$ cat config.mk
export PLATFORM = sky130hd
export DESIGN_NAME = apb_plic_target
export DESIGN_NICKNAME = d
export VERILOG_FILES = /design/src/rtl/apb_plic_target.sv
export SDC_FILE = /design/constraint.sdc
export NUM_CORES = 1
export LEC_CHECK = 0
export ABC_AREA = 1
export CAP_MARGIN = 0
export CORE_UTILIZATION = 40
export CTS_CLUSTER_DIAMETER = 30
export CTS_CLUSTER_SIZE = 14
export DETAILED_ROUTE_END_ITERATION = 6
export HOLD_SLACK_MARGIN = 0.15
export PLACE_DENSITY = 0.62
export SETUP_SLACK_MARGIN = 0.05
export SLEW_MARGIN = 20
export SYNTH_ARGS = -nofsm -noshare
export SYNTH_HDL_FRONTEND = slang
export SYNTH_SLANG_ARGS = --single-unit
$ cat constraint.sdc
create_clock -name clk_i -period 23.5 [get_ports clk_i]
set_clock_uncertainty 0.15 [all_clocks]
set_input_delay 3.525 -clock clk_i [delete_from_list [all_inputs] [get_ports clk_i]]
set_output_delay 3.525 -clock clk_i [all_outputs]
set_load 0.03 [all_outputs]
$ cat src/rtl/apb_plic_target.sv
// APB3 platform-level interrupt controller for a single hart context: per-source
// priority/enable/gateway, claim/complete, threshold. APB_PLIC_SLVERR_EN enables pslverr_o.
module apb_plic_target #(
    parameter int NIrqSrcs  = 8,
    parameter int PrioWidth = 3
) (
    input  logic                clk_i,
    input  logic                rst_i,
    input  logic                psel_i,
    input  logic                penable_i,
    input  logic                pwrite_i,
    input  logic [11:0]         paddr_i,
    input  logic [31:0]         pwdata_i,
    output logic [31:0]         prdata_o,
    output logic                pready_o,
    output logic                pslverr_o,
    input  logic [NIrqSrcs-1:0] irq_src_i,
    output logic                irq_o
);

    logic [PrioWidth-1:0] prio_r [1:NIrqSrcs];
    logic [NIrqSrcs:1]    enable_r;
    logic [NIrqSrcs:1]    pending_r;
    logic [NIrqSrcs:1]    inflight_r;
    logic [PrioWidth-1:0] threshold_r;
    logic                 irq_r;

    logic                 access_s;
    logic                 rd_s;
    logic                 wr_s;
    logic [9:0]           word_s;
    logic                 prio_sel_s;
    logic [4:0]           prio_idx_s;
    logic                 pend_sel_s;
    logic                 en_sel_s;
    logic                 thr_sel_s;
    logic                 claim_sel_s;
    logic                 claim_rd_s;
    logic [4:0]           win_id_s;
    logic [PrioWidth-1:0] win_prio_s;
    logic                 win_valid_s;
    logic                 take_s;
    logic [31:0]          rdata_s;
    logic                 unused_s;

    assign access_s    = psel_i & penable_i;
    assign rd_s        = access_s & ~pwrite_i;
    assign wr_s        = access_s & pwrite_i;
    assign word_s      = paddr_i[11:2];
    assign prio_sel_s  = (paddr_i[11:7] == 5'd0);
    assign prio_idx_s  = paddr_i[6:2];
    assign pend_sel_s  = (word_s == 10'h020);
    assign en_sel_s    = (word_s == 10'h040);
    assign thr_sel_s   = (word_s == 10'h080);
    assign claim_sel_s = (word_s == 10'h081);
    assign claim_rd_s  = rd_s & claim_sel_s;
    assign unused_s    = ^paddr_i[1:0];

    // Winner search: strict compare in ascending ID order keeps the lowest ID on ties,
    // and starting from priority 0 means a priority-0 source can never win.
    always_comb begin
        win_id_s   = 5'd0;
        win_prio_s = '0;
        take_s     = 1'b0;
        for (int k = 1; k <= NIrqSrcs; k++) begin
            take_s     = pending_r[k] & enable_r[k] & (prio_r[k] > threshold_r) &
                         (prio_r[k] > win_prio_s);
            win_id_s   = take_s ? 5'(k) : win_id_s;
            win_prio_s = take_s ? prio_r[k] : win_prio_s;
        end
        win_valid_s = (win_id_s != 5'd0);
    end

    // Read data mux; driven only during a read access cycle outside reset.
    always_comb begin
        rdata_s = 32'd0;
        if (rd_s && !rst_i) begin
            if (prio_sel_s) begin
                for (int k = 1; k <= NIrqSrcs; k++) begin
                    rdata_s[PrioWidth-1:0] = (prio_idx_s == 5'(k)) ? prio_r[k]
                                                                   : rdata_s[PrioWidth-1:0];
                end
            end else if (pend_sel_s) begin
                rdata_s[NIrqSrcs:1] = pending_r;
            end else if (en_sel_s) begin
                rdata_s[NIrqSrcs:1] = enable_r;
            end else if (thr_sel_s) begin
                rdata_s[PrioWidth-1:0] = threshold_r;
            end else if (claim_sel_s) begin
                rdata_s[4:0] = win_id_s;
            end else begin
                rdata_s = 32'd0;
            end
        end else begin
            rdata_s = 32'd0;
        end
    end

`ifdef APB_PLIC_SLVERR_EN
    localparam logic [4:0] MaxId = 5'(NIrqSrcs);
    logic mapped_s;
    logic err_s;

    // Error on unmapped addresses and on writes to the read-only pending bitmap.
    always_comb begin
        mapped_s = (prio_sel_s && (prio_idx_s <= MaxId)) || pend_sel_s || en_sel_s ||
                   thr_sel_s || claim_sel_s;
        if (access_s && !rst_i) begin
            err_s = ~mapped_s | (pwrite_i & pend_sel_s);
        end else begin
            err_s = 1'b0;
        end
    end

    assign pslverr_o = err_s;
`else
    assign pslverr_o = 1'b0;
`endif

    assign prdata_o = rdata_s;
    assign pready_o = 1'b1;
    assign irq_o    = irq_r;

    // Register file, gateways and claim/complete bookkeeping.
    always_ff @(posedge clk_i) begin
        if (rst_i) begin
            for (int k = 1; k <= NIrqSrcs; k++) begin
                prio_r[k] <= '0;
            end
            enable_r    <= '0;
            pending_r   <= '0;
            inflight_r  <= '0;
            threshold_r <= '0;
            irq_r       <= 1'b0;
        end else begin
            for (int k = 1; k <= NIrqSrcs; k++) begin
                if (wr_s && prio_sel_s && (prio_idx_s == 5'(k))) begin
                    prio_r[k] <= pwdata_i[PrioWidth-1:0];
                end
                if (wr_s && en_sel_s) begin
                    enable_r[k] <= pwdata_i[k];
                end
                if (!pending_r[k] && !inflight_r[k] && irq_src_i[k-1]) begin
                    pending_r[k] <= 1'b1;
                end
                // A claim overrides the gateway; the old inflight value keeps a
                // same-edge complete from re-pending until the following edge.
                if (claim_rd_s && (win_id_s == 5'(k))) begin
                    pending_r[k]  <= 1'b0;
                    inflight_r[k] <= 1'b1;
                end else if (wr_s && claim_sel_s && (pwdata_i == 32'(k)) && inflight_r[k]) begin
                    inflight_r[k] <= 1'b0;
                end
            end
            if (wr_s && thr_sel_s) begin
                threshold_r <= pwdata_i[PrioWidth-1:0];
            end
            irq_r <= win_valid_s;
        end
    end

endmodule

==> qor.csv, run 1 <==
metric,value,unit
grt_util_all_layers,22.2,%
setup_tns,0,ns
place_area,5070,um2
cts_setup_buffers,0,
fin_nets,774,
synth.top_cell.area_share,16.4,%
rsz0062_at_grt,no,
outcome,"complete, no violations",
hold_class,flip-flop to flip-flop,
setup_viol,0,
cts_resized,0,
worstSetupPathType,flip-flop to output port,
area_growth,17.8,%
cts_made_buffers,5,
synth.ff_latch_count,52,
drc_errors,0,
clk_pin_slew,0.09,ns
antenna_found_initial,0,
powerDensity,37.6,nW/um2
final_cell_mix,"88 x nand2_1, 86 x nor2_1, 75 x inv_1, 64 x clkdlybuf4s50_1",
dr.pass1.iters,4,
reg2reg_from,threshold_r[1],
cp_slowest_cell,clkdlybuf4s50_1,
tightest_slew,1.01,ns
post_drt_wl_per_cell,15.1,um
die_y,107,um
final_area,5180,um2
antenna_left,0,
initial_core_util,41.8,%
fillCellCount,1075,
drtIter0Drc,231,
netlist_top_cells_area,"edfxtp_1 16%, dfxtp_1 13%, ha_1 12%, nand2_1 7.5%, nor2_1 7.3%",
instances_no_fill,813,
ys_types,42,
synth_top_family_by_area,simple AND/OR/NAND/NOR gates,
clock_latency,0.31,ns
grt_pass1_wl,20.1,mm
wirelength,12.3,mm
avgViaCountPerCell,5.34,
rrSetupSlack,13.88,ns
crit_end,prdata_o[1],
hpwlAfterDp,9.93,mm
yosysSeqAreaShare,29.2,%
path_max_fanout,10,
path_common_cell,nand2_1,
grt_overflow_total,0,
synthSimpleGateAreaFrac,31.6,%
slew_violations,0,
place_inst,805,
slowest_delay,0.71,ns
hold_buffers,0,
grt_max_degree,37,
maxCapViolations,0,
ys_warn_count,0,
timing.rr.end,pending_r[3],
ir_worst_vdd,0.0265,mV
core-area,10500,um2
cp.required,19.83,ns
min_period_over_period,59.0,%
synth-xor-area-share,0,%
tritoncts,done,
critPathLaunch,threshold_r[1],
cts_max_path_buffers,2,
finalCriticalPeriod,13.88,ns
port_buffers,64,
timing.fmax,72.1,MHz
clock-sinks,52,
gp_congestion,0.899,
dieWidth,107,um
layout-drive-gt1-share,7.24,%
leakagePower,2.14,nW
ff2ff_path_depth,58,
htreeDepth,2,
syn_inst,616,
cts_root_buffer,clkbuf_8,
synth.avg_cell_area,7.13,um2
hold_viol,0,
end_kind,output port,
num_vias,4344,
pin_count,92,
synth-compound-area-share,15.4,%
grt_pass1_vias,4246,
rows,37,
worstPathArrival,10.20,ns
synth_top_area_cell,edfxtp_1,
cp-start-kind,flip-flop,
yosys.area_share.adder,11.7,%
final_core_util,49.3,%
synth.cell_area,4390,um2
die_area,11400,um2
insertedDiodeCount,0,
relSlewSlack,32.1,%
layout_commonest_cell,nand2_1,
synthMuxAreaShare,0,%
## cells in the mapped netlist (all sizes together)
master,number
o2111ai,3
a22o,1
and2,2
clkbuf,9
o21bai,1
inv,79
nand4,12
or2,4
buf,25
nor4,7
dfxtp,28
a211oi,3
o41ai,1
clkinv,3
a31oi,1
o211ai,2
a221oi,2
nor3,6
conb,2
a311oi,2
o21ai,52
nand2,101
a22oi,1
nand3,60
o221ai,2
ha,41
a21oi,47
edfxtp,24
o22ai,1
nor2,91
nand3b,3
## state kept, by name, indices dropped and copies added, names as in the netlist
signal and count:
inflight_r 8, threshold_r 3, prio_r 24, pending_r 8, irq_o 1, enable_r 8
## area by class of cell
class                   count  area (um2)  share of cell area (%)
multi-input cells         471        2670                    51.6
flip-flops and latches     52        1280                    24.8
repair buffers             64         641                    12.4
inverters                  82         308                    5.95
well taps                 136         170                    3.29
clock buffers               6        93.8                    1.81
clock inverters             2        12.5                   0.242
## layer usage
metal  up-vias  global-route usage [%]  part of all wire (%)
li1       2157                       -                     -
met1      2031                    27.9                    45
met2       138                    39.4                    48
met3        18                    4.19                   5.1
met4         0                    4.21                   1.4
met5         -                       0                     0
## how the worst min path moves through the flow
stage / startpoint / to / slack [ns] / cells past startpoint
2_1_floorplan: inflight_r[1] / inflight_r[1] / 0.29 / 2
3_3_place_gp: inflight_r[1] / inflight_r[1] / 0.31 / 2
3_5_place_dp: inflight_r[1] / inflight_r[1] / 0.31 / 2
4_1_cts: inflight_r[1] / inflight_r[1] / 0.33 / 2
5_1_grt: inflight_r[1] / inflight_r[1] / 0.35 / 2
6_report: inflight_r[1] / inflight_r[1] / 0.33 / 2
## where the power goes
part           internal, mW  leakage, nW  switching (mW)  total [mW]
sequential           0.0976        0.456         0.00339       0.101
combinational        0.0143         1.63          0.0207      0.0349
clock                0.0273       0.0540          0.0312      0.0585
total                 0.139         2.14          0.0552       0.194
## kinds of logic after synthesis
logic type	after synthesis
compound gates	119
fa+ha+maj	41
buf+inv	116
flops	52
other cells	2
simple gates	286
## worst max-delay path: cells and delay by family (launching register included)
kind,cells,cell delay (ns)
and+or+nand+nor,33,3.59
DFF,1,0.33
adders and majority gates,8,2.49
AOI/OAI and AO/OA,11,2.06
buffers and inverters,6,1.39
## stage by stage
stage | setup slack, ns | power, mW | hold slack (ns)
finish | 9.62 | 0.194 | 0.326
global route | 8.71 | 0.203 | 0.347
CTS | 9.56 | 0.194 | 0.329
detailed placement | 9.94 | 0.138 | 0.315
global placement | 10.18 | 0.136 | 0.306
floorplan | 11.70 | 0.125 | 0.295
Power figures use the tool's default switching activity.
==> run 2: changes to the inputs <==
Settings changed: PLACE_DENSITY 0.62 to 0.65.
Clock period 23.5 ns to 12.1 ns, I/O delays scaled along.
==> run 2 against run 1 <==
Against the previous run:
- die area unchanged
- flip-flop and latch count unchanged
- critical path depth up 2
- clock power rose by 110%
- hold slack improved by 0.0063 ns
- wire length shrank 0.56%
- utilization rose by 0.45 points
- first-iteration DRC count increased by 12%
- total power rose by 100%
- sequential power grew 94%
- setup slack got worse by 8.6 ns
- largest cell class unchanged
==> qor.csv, run 2 (same netlist as run 1, synthesis figures left out) <==
metric,value,unit
min_period_over_period,91.9,%
tritoncts,done,
hpwlAfterDp,9.85,mm
place_area,5100,um2
dieWidth,107,um
power,0.389,mW
hold_class,flip-flop to flip-flop,
antenna_found_initial,0,
largest_reg_flops,24,
ir_worst_vdd,0.0428,mV
insertedDiodeCount,0,
timing.fmax,90.0,MHz
path_max_fanout,9,
cts_root_buffer,clkbuf_8,
clock_latency,0.31,ns
final_core_util,49.7,%
worstSetupPathType,flip-flop to output port,
place_inst,809,
slew_violations,0,
fin_ws,0.986,ns
path_common_cell,nand2_1,
cp-start-kind,flip-flop,
drc_errors,0,
maxCapViolations,0,
finalCriticalPeriod,11.11,ns
powerDensity,74.4,nW/um2
rows,37,
pin_count,92,
cp_slowest_cell,edfxtp_1,
final_area,5220,um2
rsz0062_at_grt,no,
cts_made_buffers,5,
layout_commonest_cell,nand2_1,
hold_viol,0,
grt_util_all_layers,21.9,%
instances_no_fill,818,
final_cell_mix,"88 x nand2_1, 86 x nor2_1, 75 x inv_1, 60 x clkdlybuf4s50_1, 47 x nand3_1",
ff2ff_path_depth,60,
drtIter0Drc,259,
regArea,1280,um2
dr.pass1.iters,5,
core-area,10500,um2
grt_pass1_wl,19.7,mm
hold_path_depth,2,
dp_slack,0.669,ns
largest-register,prio_r,
worst_hold_slack,0.332,ns
multiInputGateArea,2670,um2
htreeDepth,2,
grt_pass1_vias,4118,
worstPathArrival,9.15,ns
area_growth,18.9,%
slowest_delay,0.43,ns
avgViaCountPerCell,5.28,
wirelength,12.2,mm
fillCellCount,1060,
fin_nets,779,
grt_max_degree,30,
setup_viol,0,
setup_tns,0,ns
die_y,107,um
leakagePower,2.21,nW
clock-sinks,52,
cts_max_path_buffers,2,
antenna_left,0,
post_drt_wl_per_cell,14.9,um
die_area,11400,um2
relSlewSlack,40.7,%
gp_congestion,0.895,
clk_pin_slew,0.10,ns
outcome,"complete, no violations",
layout-drive-gt1-share,8.36,%
cp.required,10.14,ns
grt_overflow_total,0,
end_kind,output port,
initial_core_util,41.8,%
tightest_slew,0.886,ns
port_buffers,64,
num_vias,4320,
==> run 2: worst max-delay path: cells and delay by family, from the launching register on <==
family / cells / cell delay [ns]
flops: 1 / 0.43
compound gates: 11 / 1.50
fa+ha+maj: 8 / 2.49
buf+inv: 5 / 0.51
simple gates: 36 / 3.88
==> run 2: cell type report <==
| class | instances | area share, % |
|---|---|---|
| multi-input cells | 471 | 51.1 |
| flip-flops and latches | 52 | 24.5 |
| repair buffers | 69 | 12.9 |
| inverters | 82 | 5.89 |
| well taps | 136 | 3.26 |
| clock buffers | 8 | 2.32 |
==> run 2: routing by layer <==
layer | vias up | GRT usage, % | wire, um
li1 | 2166 | - | -
met1 | 1994 | 28.2 | 5520
met2 | 146 | 39.2 | 5920
met3 | 14 | 2.55 | 652
met4 | 0 | 4.50 | 102
met5 | - | 0 | 0
==> run 2: power by group <==
group	internal, mW	total [mW]	leakage, nW	switching (mW)
sequential	0.189	0.196	0.456	0.00650
combinational	0.0277	0.0676	1.70	0.0399
clock	0.0648	0.125	0.0627	0.0602
==> run 2: worst paths after layout <==
check	startpoint	to	slack, ns
setup / recovery	prio_r[0][5]	prdata_o[1]	0.99
setup reg to reg	prio_r[0][5]	pending_r[3]	3.07
hold reg to reg	inflight_r[1]	inflight_r[1]	0.33
hold / removal	inflight_r[1]	inflight_r[1]	0.33
==> run 2: repair_timing <==
item,CTS,global route
resized for setup,0,11
hold endpoints to repair,0,0
buffers inserted,0,1
hold buffers,0,0
endpoints found under the setup margin,0,4
==> run 3: changes to the inputs <==
Settings changed: REMOVE_ABC_BUFFERS set to 1.
==> run 3 against run 2 <==
Against the previous run:
- register-to-register slack got worse by 0.08 ns
- maximum frequency decreased by 1.6%
- setup slack got worse by 0.18 ns
- hold slack improved by 0.0085 ns
- via count increased by 1.5%
- global-route usage increased by 0.82 points
- flip-flop and latch count unchanged
- critical path depth increased by 1
- final area decreased by 0.69%
- die area unchanged
- critical endpoint unchanged
==> qor.csv, run 3 (same netlist as run 1, synthesis figures left out) <==
metric,value,unit
htreeDepth,2,
p_int,0.260,mW
pin_count,92,
ir_worst_vdd,0.0452,mV
maxCapViolations,0,
worstPathArrival,9.33,ns
grt_overflow_total,0,
hpwlAfterDp,9.99,mm
fillCellCount,1037,
hold_viol,0,
reg2reg_from,prio_r[0][3],
slew_violations,0,
powerDensity,71.1,nW/um2
cp.required,10.14,ns
finalCriticalPeriod,11.29,ns
switching_power,0.109,mW
insertedDiodeCount,0,
setup_viol,0,
path_common_cell,nand2_1,
tritoncts,done,
path_max_fanout,10,
cts_root_buffer,clkbuf_8,
min_period_over_period,93.3,%
die_y,107,um
dr.pass1.iters,5,
die_area,11400,um2
hold_class,flip-flop to flip-flop,
cts_max_path_buffers,2,
pwr-share-clk,28.4,%
timing.fmax,88.5,MHz
rsz0062_at_grt,yes,
clock-sinks,52,
grt_pass1_vias,4258,
layout_commonest_cell,nand2_1,
min_from,inflight_r[8],
cp-start-kind,flip-flop,
hold_buffers,0,
grt_util_all_layers,22.7,%
antenna_found_initial,0,
final_cell_mix,"88 x nand2_1, 86 x nor2_1, 75 x inv_1, 60 x clkdlybuf4s50_1, 47 x nand3_1",
cts_made_buffers,5,
layout-drive-gt1-share,7.94,%
end_kind,output port,
sequentialPowerShare,53.2,%
avgViaCountPerCell,5.37,
area_growth,18.1,%
cp_slowest_cell,edfxtp_1,
swShare,29.6,%
largest_reg_flops,24,
multiInputGateArea,2670,um2
drtIter0Drc,282,
port_buffers,64,
final_area,5190,um2
grt_max_degree,37,
ff2ff_path_depth,61,
core-area,10500,um2
antenna_left,0,
place_area,5090,um2
min_to,inflight_r[8],
rrSetupSlack,2.99,ns
rows,37,
setup_tns,0,ns
initial_core_util,41.8,%
post_drt_wl_per_cell,15.4,um
regArea,1280,um2
worstSetupPathType,flip-flop to output port,
clock_latency,0.31,ns
slowest_delay,0.39,ns
gp_congestion,0.920,
fin_nets,777,
num_vias,4383,
leakagePower,2.21,nW
drc_errors,0,
combPwrFrac,18.4,%
outcome,"complete, no violations",
largest-register,prio_r,
tightest_slew,1.00,ns
hold_path_depth,2,
dieWidth,107,um
relSlewSlack,32.6,%
timing.rr.end,pending_r[2],
grt_pass1_wl,20.3,mm
wirelength,12.5,mm
clk_pin_slew,0.10,ns
==> run 3: cell types whose count changed in the layout (fill, tap and decap cells not counted) <==
cell / before / now
buf_4: 5 / 3
o21ai_1: 7 / 6
inv_6: 0 / 2
clkbuf_16: 1 / 0
o21ai_0: 42 / 43
clkbuf_2: 2 / 1
clkbuf_8: 7 / 5
inv_4: 0 / 1
dlymetal6s2s_1: 2 / 3
==> run 3: through the flow <==
step	power [mW]	hold WS, ns	std cells	setup WS [ns]	util (%)
2_1_floorplan	0.236	0.289	605	2.01	-
3_3_place_gp	0.265	0.304	808	0.846	48.5
3_5_place_dp	0.268	0.313	808	0.691	48.5
4_1_cts	0.370	0.329	816	0.294	49.3
5_1_grt	0.386	0.344	816	0.0182	49.4
6_report	0.369	0.340	816	0.805	49.4
==> run 3: worst max-delay path by stage <==
stage	cells past startpoint	startpoint	to	slack [ns]
2_1_floorplan	57	threshold_r[2]	prdata_o[3]	2.01
3_3_place_gp	57	prio_r[0][5]	prdata_o[1]	0.85
3_5_place_dp	56	prio_r[0][3]	prdata_o[3]	0.69
4_1_cts	56	prio_r[0][3]	prdata_o[3]	0.29
5_1_grt	61	prio_r[0][3]	prdata_o[1]	0.02
6_report	61	prio_r[0][3]	prdata_o[1]	0.81
==> run 3: cell type report <==
type,count,share of cell area (%)
Clock buffer,5,1.33
Tap cell,136,3.28
Clock inverter,3,0.458
Inverter,82,5.93
Multi-Input combinational cell,471,51.5
Sequential cell,52,24.7
Timing Repair Buffer,67,12.8
==> run 3: worst max-delay path: cells and delay by family, from the launching register on <==
family,cells,cell delay [ns]
adders and majority gates,8,2.42
buffers and inverters,6,0.73
AOI/OAI and AO/OA,11,1.50
DFF,1,0.39
and+or+nand+nor,36,3.94
==> run 3: power groups by stage <==
stage / clock network [mW] / logic (mW) / registers, mW
final: 0.105 / 0.0680 / 0.196
after global placement: 0 / 0.0655 / 0.200
after global routing: 0.114 / 0.0755 / 0.197
after CTS: 0.106 / 0.0679 / 0.196
after floorplan: 0 / 0.0389 / 0.197
after detailed placement: 0 / 0.0677 / 0.200
==> run 3: metal layers <==
metal,vias up,part of all wire [%],track usage (%)
li1,2163,-,-
met1,2030,45,28.7
met2,168,48,40.3
met3,22,5.3,2.13
met4,0,2.5,7.63
met5,-,0,0
==> run 3: repair_timing <==
item | CTS | global route
setup endpoints to repair | 0 | 4
gates resized for setup | 0 | 9
buffers inserted | 0 | 0
